<file path="src/rtl/gate_vec_serializer_pkg.sv">
// gate_vec_serializer shared types and Q6.11 fixed-point constants.
// Imported by the serializer top and the saturating adder.
package gate_vec_serializer_pkg;

   localparam int QN       = 6;
   localparam int QM       = 11;
   localparam int BITWIDTH = QN + QM + 1;

   localparam logic signed [BITWIDTH-1:0] SAT_MAX =
      {1'b0, {(BITWIDTH-1){1'b1}}};
   localparam logic signed [BITWIDTH-1:0] SAT_MIN =
      {1'b1, {(BITWIDTH-1){1'b0}}};

   typedef enum logic {
      IDLE   = 1'b0,
      STREAM = 1'b1
   } state_t;

endpackage

</file>
<file path="src/rtl/gate_vec_serializer_fxp_add_sat.sv">
// fxp_add_sat: two's complement add with clip to the BITWIDTH range.
// Combinational; sat reports that the true sum was out of range.
import gate_vec_serializer_pkg::*;

module fxp_add_sat #(
   parameter int BITWIDTH = gate_vec_serializer_pkg::BITWIDTH
) (
   input  logic [BITWIDTH-1:0] a,
   input  logic [BITWIDTH-1:0] b,
   output logic [BITWIDTH-1:0] sum,
   output logic                sat
);

   localparam logic [BITWIDTH-1:0] MAXV =
      {1'b0, {(BITWIDTH-1){1'b1}}};
   localparam logic [BITWIDTH-1:0] MINV =
      {1'b1, {(BITWIDTH-1){1'b0}}};

   logic [BITWIDTH:0] wide;

   // one guard bit; top two bits disagree exactly on overflow
   always_comb begin
      wide = {a[BITWIDTH-1], a} + {b[BITWIDTH-1], b};
      sat  = wide[BITWIDTH] ^ wide[BITWIDTH-1];
      sum  = wide[BITWIDTH-1:0];
      if (sat) sum = wide[BITWIDTH] ? MINV : MAXV;
   end

endmodule

</file>
<file path="src/rtl/gate_vec_serializer.sv">
// gate_vec_serializer: drains a dot-product vector row by row as sat(dot+bias).
// GATE_SAT_FLAG_EN adds outSat and the satCount saturation counter.
module gate_vec_serializer
   import gate_vec_serializer_pkg::*;
#(
   parameter int NROW              = 16,
   parameter int ROW_ADDR_BITWIDTH = 4
) (
   input  logic                         clock,
   input  logic                         reset,
   input  logic                         dataReady,
   input  logic [NROW*BITWIDTH-1:0]     dotVec,
   input  logic [NROW*BITWIDTH-1:0]     biasVec,
   output logic [BITWIDTH-1:0]          outData,
   output logic [ROW_ADDR_BITWIDTH-1:0] outRowIdx,
   output logic                         outValid,
   input  logic                         outReady,
   output logic                         vecDone,
   output logic                         busy,
`ifdef GATE_SAT_FLAG_EN
   output logic                         outSat,
   output logic [15:0]                  satCount,
`endif
   output logic                         overrun
);

   state_t state, state_nxt;

   logic capture;
   logic advance;
   logic done_nxt;
   logic ovr_set;
   logic xfer;
   logic last;

   logic [BITWIDTH-1:0] dot_buf  [NROW];
   logic [BITWIDTH-1:0] bias_buf [NROW];

   logic [ROW_ADDR_BITWIDTH-1:0] row_nxt;
   logic [BITWIDTH-1:0]          add_a;
   logic [BITWIDTH-1:0]          add_b;
   logic [BITWIDTH-1:0]          sum;
   logic                         sum_sat;

   assign outValid = (state == STREAM);
   assign busy     = (state == STREAM);
   assign xfer     = outValid & outReady;
   assign last     = (outRowIdx == ROW_ADDR_BITWIDTH'(NROW-1));
   assign row_nxt  = outRowIdx + 1'b1;

   // state register
   always_ff @(posedge clock or negedge reset) begin
      if (!reset) state <= IDLE;
      else        state <= state_nxt;
   end

   // next state: capture on idle or on last-row handoff, else advance
   always_comb begin
      state_nxt = state;
      capture   = 1'b0;
      advance   = 1'b0;
      done_nxt  = 1'b0;
      ovr_set   = 1'b0;
      unique case (1'b1)
         (state == IDLE): begin
            if (dataReady) begin
               capture   = 1'b1;
               state_nxt = STREAM;
            end
         end
         (state == STREAM): begin
            if (xfer && last) begin
               done_nxt = 1'b1;
               if (dataReady) capture   = 1'b1;
               else           state_nxt = IDLE;
            end else begin
               if (xfer)      advance = 1'b1;
               if (dataReady) ovr_set = 1'b1;
            end
         end
         default: state_nxt = IDLE;
      endcase
   end

   // operand mux: fresh row 0 from the inputs, else the next buffered row
   always_comb begin
      add_a = dot_buf[row_nxt];
      add_b = bias_buf[row_nxt];
      if (capture) begin
         add_a = dotVec[BITWIDTH-1:0];
         add_b = biasVec[BITWIDTH-1:0];
      end
   end

   fxp_add_sat #(
      .BITWIDTH(BITWIDTH)
   ) u_add (
      .a  (add_a),
      .b  (add_b),
      .sum(sum),
      .sat(sum_sat)
   );

   // vector buffers, loaded only on an accepted dataReady
   always_ff @(posedge clock or negedge reset) begin
      if (!reset) begin
         for (int i = 0; i < NROW; i++) begin
            dot_buf[i]  <= '0;
            bias_buf[i] <= '0;
         end
      end else if (capture) begin
         for (int i = 0; i < NROW; i++) begin
            dot_buf[i]  <= dotVec[i*BITWIDTH +: BITWIDTH];
            bias_buf[i] <= biasVec[i*BITWIDTH +: BITWIDTH];
         end
      end
   end

   // output register; held whenever nothing is loaded (stall)
   always_ff @(posedge clock or negedge reset) begin
      if (!reset) begin
         outData   <= '0;
         outRowIdx <= '0;
      end else if (capture) begin
         outData   <= sum;
         outRowIdx <= '0;
      end else if (advance) begin
         outData   <= sum;
         outRowIdx <= row_nxt;
      end
   end

   // end-of-vector pulse and sticky overrun
   always_ff @(posedge clock or negedge reset) begin
      if (!reset) begin
         vecDone <= 1'b0;
         overrun <= 1'b0;
      end else begin
         vecDone <= done_nxt;
         if (ovr_set) overrun <= 1'b1;
      end
   end

`ifdef GATE_SAT_FLAG_EN
   // clip flag tracks outData; counter counts clipped transfers
   always_ff @(posedge clock or negedge reset) begin
      if (!reset) begin
         outSat   <= 1'b0;
         satCount <= '0;
      end else begin
         if (capture || advance) outSat <= sum_sat;
         if (xfer && outSat && satCount != 16'hFFFF)
            satCount <= satCount + 16'd1;
      end
   end
`else
   logic sat_unused;
   assign sat_unused = sum_sat;
`endif

   a_stall_stable: assert property (
      @(posedge clock) disable iff (!reset)
      (outValid && !outReady) |=> ($stable(outData) && $stable(outRowIdx) && outValid)
   );

   a_row_range: assert property (
      @(posedge clock) disable iff (!reset)
      outRowIdx <= ROW_ADDR_BITWIDTH'(NROW-1)
   );

endmodule

</file>
<file path="config.mk">
export PLATFORM = sky130hd
export DESIGN_NAME = gate_vec_serializer
export DESIGN_NICKNAME = d
export VERILOG_FILES = /design/src/rtl/gate_vec_serializer_pkg.sv /design/src/rtl/gate_vec_serializer_fxp_add_sat.sv /design/src/rtl/gate_vec_serializer.sv
export SDC_FILE = /design/constraint.sdc
export NUM_CORES = 2
export LEC_CHECK = 0
export CAP_MARGIN = 10
export CORE_MARGIN = 4
export CORE_UTILIZATION = 35
export CTS_BUF_LIST = sky130_fd_sc_hd__clkbuf_8
export CTS_CLUSTER_SIZE = 40
export DETAILED_ROUTE_END_ITERATION = 6
export SYNTH_ARGS = -nofsm -noshare
export SYNTH_HDL_FRONTEND = slang
export SYNTH_SLANG_ARGS = --single-unit
</file>
<file path="constraint.sdc">
create_clock -name clock -period 7.2 [get_ports clock]
set_clock_uncertainty 0.1 [all_clocks]
set_input_delay 1.08 -clock clock [delete_from_list [all_inputs] [get_ports clock]]
set_output_delay 1.08 -clock clock [all_outputs]
set_load 0.02 [all_outputs]
</file>
## Word-level counts from Yosys, hierarchy flattened

Cells that the tools add are included.

| operators by class | value |
|---|---|
| $add $sub $neg | 2 |
| $lt $le $gt $ge | 1 |
| eq/ne operators | 1 |
| mux-type cells | 26 |
| bitwise logic cells | 4 |
| reductions and logical operators | 2 |

Operators by type and width:

| operator | count |
|---|---|
| 18-bit two-way mux | 10 |
| 18-bit binary-select mux with 4-bit select | 2 |
| 18-bit by 18-bit adder with 19-bit output | 1 |
| 1-bit two-way mux | 10 |
| 4-bit two-way mux | 2 |
| 5-bit >= comparator (second input constant) | 1 |
| 4-bit NOT with 5-bit output | 1 |
| 4-bit by 1-bit adder with 4-bit output (second input constant) | 1 |
| 4-bit equality test (second input constant) | 1 |
| 1-bit case mux with 2 select lines | 2 |
| 2-bit nonzero test | 1 |
| 1-bit AND | 1 |
| 1-bit logical AND | 1 |
| 1-bit NOT | 1 |
| 1-bit bitwise XOR | 1 |

| storage, ports and cells | value |
|---|---|
| register bits after elaboration | 601 |
| word-level logic and storage cells | 73 |

## Longest topological paths before layout

| depth | value |
|---|---|
| depth after elaboration | 11 |
| depth in mapped cells | 19 |
| mapped depth without buffers | 15 |

## By module

Synthesis repeated with hierarchy kept, for this count alone.

| unflattened totals | value |
|---|---|
| cells, all modules | 3002 |
| area total of the unflattened synthesis | 28464.8 sq um |

By module, submodules not included:

| module | times used | cells an instance | area each (sq um) |
|---|---|---|---|
| gate_vec_serializer | 1 | 2852 | 27415.0 |
| fxp_add_sat | 1 | 150 | 1049.8 |

## Worst setup path after synthesis

OpenSTA, ideal clock, no wires.

| timing | value |
|---|---|
| path kind | reg-to-reg |
| start | register outRowIdx[0] |
| end | register outData[10] |
| data arrival time | 4.459 ns |
| required time | 6.977 ns |
| slack | 2.518 ns |
| cell stages (with the launch flop) | 20 |
| buffers on the path | 4 |
| period minus slack after synthesis | 4.682 ns |
| cells stage by stage | dfrtp_1 -> ha_1 -> buf_2 -> clkbuf_1 -> clkbuf_1 -> mux4_2 -> mux2i_1 -> nand2_1 -> o21ai_0 -> o21ai_0 -> ha_1 -> fa_1 -> a21o_2 -> a31oi_1 -> o31a_1 -> o21bai_4 -> a211oi_4 -> o311ai_4 -> buf_6 -> o221a_1 |

| between the ends | value |
|---|---|
| word-level cells in the longest chain between the ends | 11 |
| elaborated cells between the ends (all ways) | 23 |

Ends and longest elaborated chain:

| item | RTL line | source |
|---|---|---|
| from (decl) | gate_vec_serializer.sv:15 | `output logic [ROW_ADDR_BITWIDTH-1:0] outRowIdx,` |
| from (signal assigned) | gate_vec_serializer.sv:129 | `outRowIdx <= row_nxt;` |
| 4-bit by 1-bit adder with 4-bit output | gate_vec_serializer.sv:49 | `assign row_nxt = outRowIdx + 1'b1;` |
| 4-bit NOT with 5-bit output (implied by the code) | gate_vec_serializer.sv:87, gate_vec_serializer.sv:88 |  |
| 18-bit binary-select mux with 4-bit select (on tied branches) | gate_vec_serializer.sv:87, gate_vec_serializer.sv:88 |  |
| 18-bit two-way mux (on tied branches) (2 in series) | gate_vec_serializer.sv:87, gate_vec_serializer.sv:88 |  |
| 18-bit two-way mux | gate_vec_serializer.sv:89 | `if (capture) begin` |
| 18-bit by 18-bit adder with 19-bit output | gate_vec_serializer_fxp_add_sat.sv:23 | `wide = {a[BITWIDTH-1], a} + {b[BITWIDTH-1], b};` |
| 18-bit two-way mux / 1-bit bitwise XOR (equally long branches) | gate_vec_serializer_fxp_add_sat.sv:26, gate_vec_serializer_fxp_add_sat.sv:24 |  |
| 18-bit two-way mux | gate_vec_serializer_fxp_add_sat.sv:26 | `if (sat) sum = wide[BITWIDTH] ? MINV : MAXV;` |
| 18-bit two-way mux | gate_vec_serializer.sv:127 | `end else if (advance) begin` |
| 18-bit two-way mux | gate_vec_serializer.sv:124 | `end else if (capture) begin` |
| to (signal assigned) | gate_vec_serializer.sv:125 | `outData <= sum;` |
| to (signal assigned) | gate_vec_serializer.sv:128 | `outData <= sum;` |
| to (decl) | gate_vec_serializer.sv:14 | `output logic [BITWIDTH-1:0] outData,` |

Parallel ways exist; a longest one is shown, timed or not. The select of a mux whose other input is x is not followed.
A chain may end at the register's enable or synchronous reset.

## Final worst setup path

| timing | value |
|---|---|
| start | register outRowIdx[0] |
| end | register outData[5] |

The elaborated chain is that of the path after synthesis.

==> impl_metrics.tcl <==
set metrics [dict create \
    endpoint_kind "flop" \
    cts_max_path_buffers 3 \
    fin_total_pwr_mw 19.88 \
    hold_viol_final 0 \
    cp-startpoint "outRowIdx[0]" \
    avgRoutedWirePerCell_um 21.96 \
    core-area_sq_um 79260 \
    insertion_delay_ps 710 \
    dpl.hpwl_mm 76.26 \
    routabilityCongestion 0.8475 \
    rsz0062_at_grt "false" \
    synth-async-reset-ratio_pct 100.0 \
    fp.dieW_um 291.3 \
    dr.first_iter.drc_count 1818 \
    violations "design-rule violations" \
    post_cts_resized 0 \
    crit_arrival_ps 6040 \
    antenna_found_initial 22 \
    ys_seq_area_share_pct 53.55 \
    yosys_warnings 0 \
    synth_cells 2990 \
    firstDrtPassIters 7 \
    p_per_area_nw_per_um2 533.4 \
    grt_start_max_net_pins 227 \
    finalNetCount 4142 \
    grt_pass1_wl_mm 150.9 \
    cts_root_buf "clkbuf_8" \
    cp_cell_sequence "ha_4, buf_12, buf_4, mux4_2, mux2i_1, nand2_1, o21ai_0, o21ai_0, fa_1, a21o_2, a31oi_1, o31a_1, o21bai_4, a211oi_4, o311ai_4, o221a_2" \
    synth.top_cell.area_share_pct 53.55 \
    max-vdd-ir-drop_v 0.0004772 \
    fin_tns_setup_ps 0 \
    ys_ff_latch 601 \
    cap_violations 0 \
    design_area_sq_um 37260 \
    cts_sinks 601 \
    cp_slowest_cell "ha_4" \
    yosys.area.top_type "dfrtp_1" \
    io_buffers 605 \
    syn_nets 3590 \
    synth.avg_cell_area_sq_um 9.393 \
    crit_buf_inv 2 \
    worstPathRequired_ps 7660 \
    slowest_delay_ps 730 \
    hold_buffers 0 \
    die_h_um 291.3 \
    synth_edf_count 0 \
    cts_tree "done" \
    cts_setup_buffers 0 \
    dieArea_sq_um 84840 \
    drive_gt1_share_pct 11.07 \
    grt_pass1_vias 23710 \
    initial_core_util_pct 35.43 \
    setup_viol 0 \
    fmax_mhz 179.2 \
    routed_wl_mm 103.2 \
    drc 6 \
    via_count 23020 \
    ant_nets 0 \
    syn_to_final_growth_pct 32.69 \
    outcome "finished with violations" \
    rr_startpoint "outRowIdx[0]" \
    place_area_sq_um 34990 \
    fin_util_pct 47.02 \
    grtUsageTotal_pct 23.71 \
    numCtsBuffers 104 \
    p_leak_nw 18.19 \
    slew_headroom_pct 24.03 \
    hold_path_class "primary input to async pin" \
    critPathMaxFanout 51 \
    slew_violations 0 \
    cp_common_cell "o21ai_0" \
    tightest_slew_ps 1140 \
    start_kind "flop" \
    cts_max_level 3 \
    synth_area_leaders "dfrtp_1 54%, nand2_1 24%, mux4_2 12%" \
    path_class "flop to flop" \
    path_delay_family "compound AO/OA/AOI/OAI gates" \
    period_needed_ps 5579 \
    synthDistinctLibCells 50 \
    overflow 0 \
    synth_area_sq_um 28080 \
    finalCritPeriodShare_pct 77.49 \
    rows 103 \
    clk_pin_slew_worst_paths_ps 60 \
    ys.flop_type "dfrtp_1" \
    drt-vias-per-instance 4.897 \
    io_pins 606 \
]
-- logic make-up (layout without fill, tap and decap cells) --
group                    after synthesis  after routing  share of synthesized area [%]
AO/OA/AOI/OAI                        132            132                          3.248
XOR/XNOR                              19             19                         0.5925
adder cells (fa/ha/maj)               20             20                         0.9178
buffers and inverters                188            830                          2.931
flip-flops                           601            601                          53.55
multiplexers                         217            217                          14.31
other                                  0             19                              0
AND/OR/NAND/NOR                     1813           1813                          24.45
-- power by group --
part	switching (mW)	internal, mW	total (mW)	leakage (nW)
combinational	5.93	4.72	10.7	9.43
sequential	0.970	4.95	5.92	7.49
clock	1.51	1.79	3.30	1.27
-- state kept, by name, indices dropped and copies added, names as in the netlist --
register	flops
bias_buf	288
dot_buf	288
outData	18
outRowIdx	4
busy	1
overrun	1
vecDone	1
-- synth_stat cells, types with 2 or more instances --
cell type  count
nor2_1        14
xnor2_1        9
and2_1         3
a311o_1        2
buf_6          2
nand2_1     1776
a21o_2         2
o21ai_0       69
buf_2         76
o21bai_1       2
o21a_1         4
o221a_1       10
dfrtp_1      601
xor2_1        10
mux2i_1       37
buf_1          6
o21ai_1        7
o211ai_2       2
a21oi_2        3
o221a_2        7
ha_1          19
mux4_2       144
inv_1          3
clkbuf_1      99
buf_4          2
a21oi_1       12
nand2b_1       4
mux2_2        36
nand3_1        8
-- per-layer routing --
layer  vias up  track usage (%)  wire [um]
met5         -                0         55
met4         8            12.41       5325
met3       217            6.020       7069
met2       728            37.96      49560
met1     11280            29.74      41230
li1      10790                -          -
-- area by class of cell --
class | instances | area (sq um)
fill | 7600 | 41990
sequential | 601 | 15040
multi-input combinational | 2201 | 12270
timing repair buffer | 631 | 6356
clock buffer | 131 | 1803
tap | 1050 | 1314
clock inverter | 65 | 419.2
antenna | 19 | 47.55
inverter | 3 | 11.26
-- cell usage in the layout (no fill, tap or decap), types with 9 or more instances in the layout --
| master | count |
|---|---|
| nand2_1 | 1775 |
| nor2_1 | 14 |
| o221a_1 | 10 |
| clkinv_2 | 27 |
| diode_2 | 19 |
| o21ai_0 | 69 |
| mux4_2 | 144 |
| dfrtp_1 | 600 |
| clkdlybuf4s50_1 | 604 |
| clkbuf_8 | 131 |
| a21oi_1 | 12 |
| mux2i_1 | 37 |
| xor2_1 | 9 |
| inv_1 | 32 |
| ha_1 | 18 |
| mux2_2 | 36 |
| buf_4 | 18 |
-- worst paths after layout --
kind                                  to  slack (ps)  cells after the start
max reg2reg                   outData[5]        1620                     16
max in group asynchronous  bias_buf[115]        5190                      2
max                           outData[5]        1620                     16
min in group clock          dot_buf[172]         370                      2
min                          dot_buf[63]         270                      1
min reg2reg                 dot_buf[172]         370                      2
-- per-stage QoR --
stage	std cells	hold slack, ps	setup slack (ps)
6_report	4701	274.6	1621
5_1_grt	4697	283.1	1205
4_1_cts	4682	247.6	1595
3_5_place_dp	4486	357.1	1625
3_3_place_gp	4486	351.5	1677
2_1_floorplan	2990	340.3	2518
No activity file was read; power rests on OpenSTA's default activity.
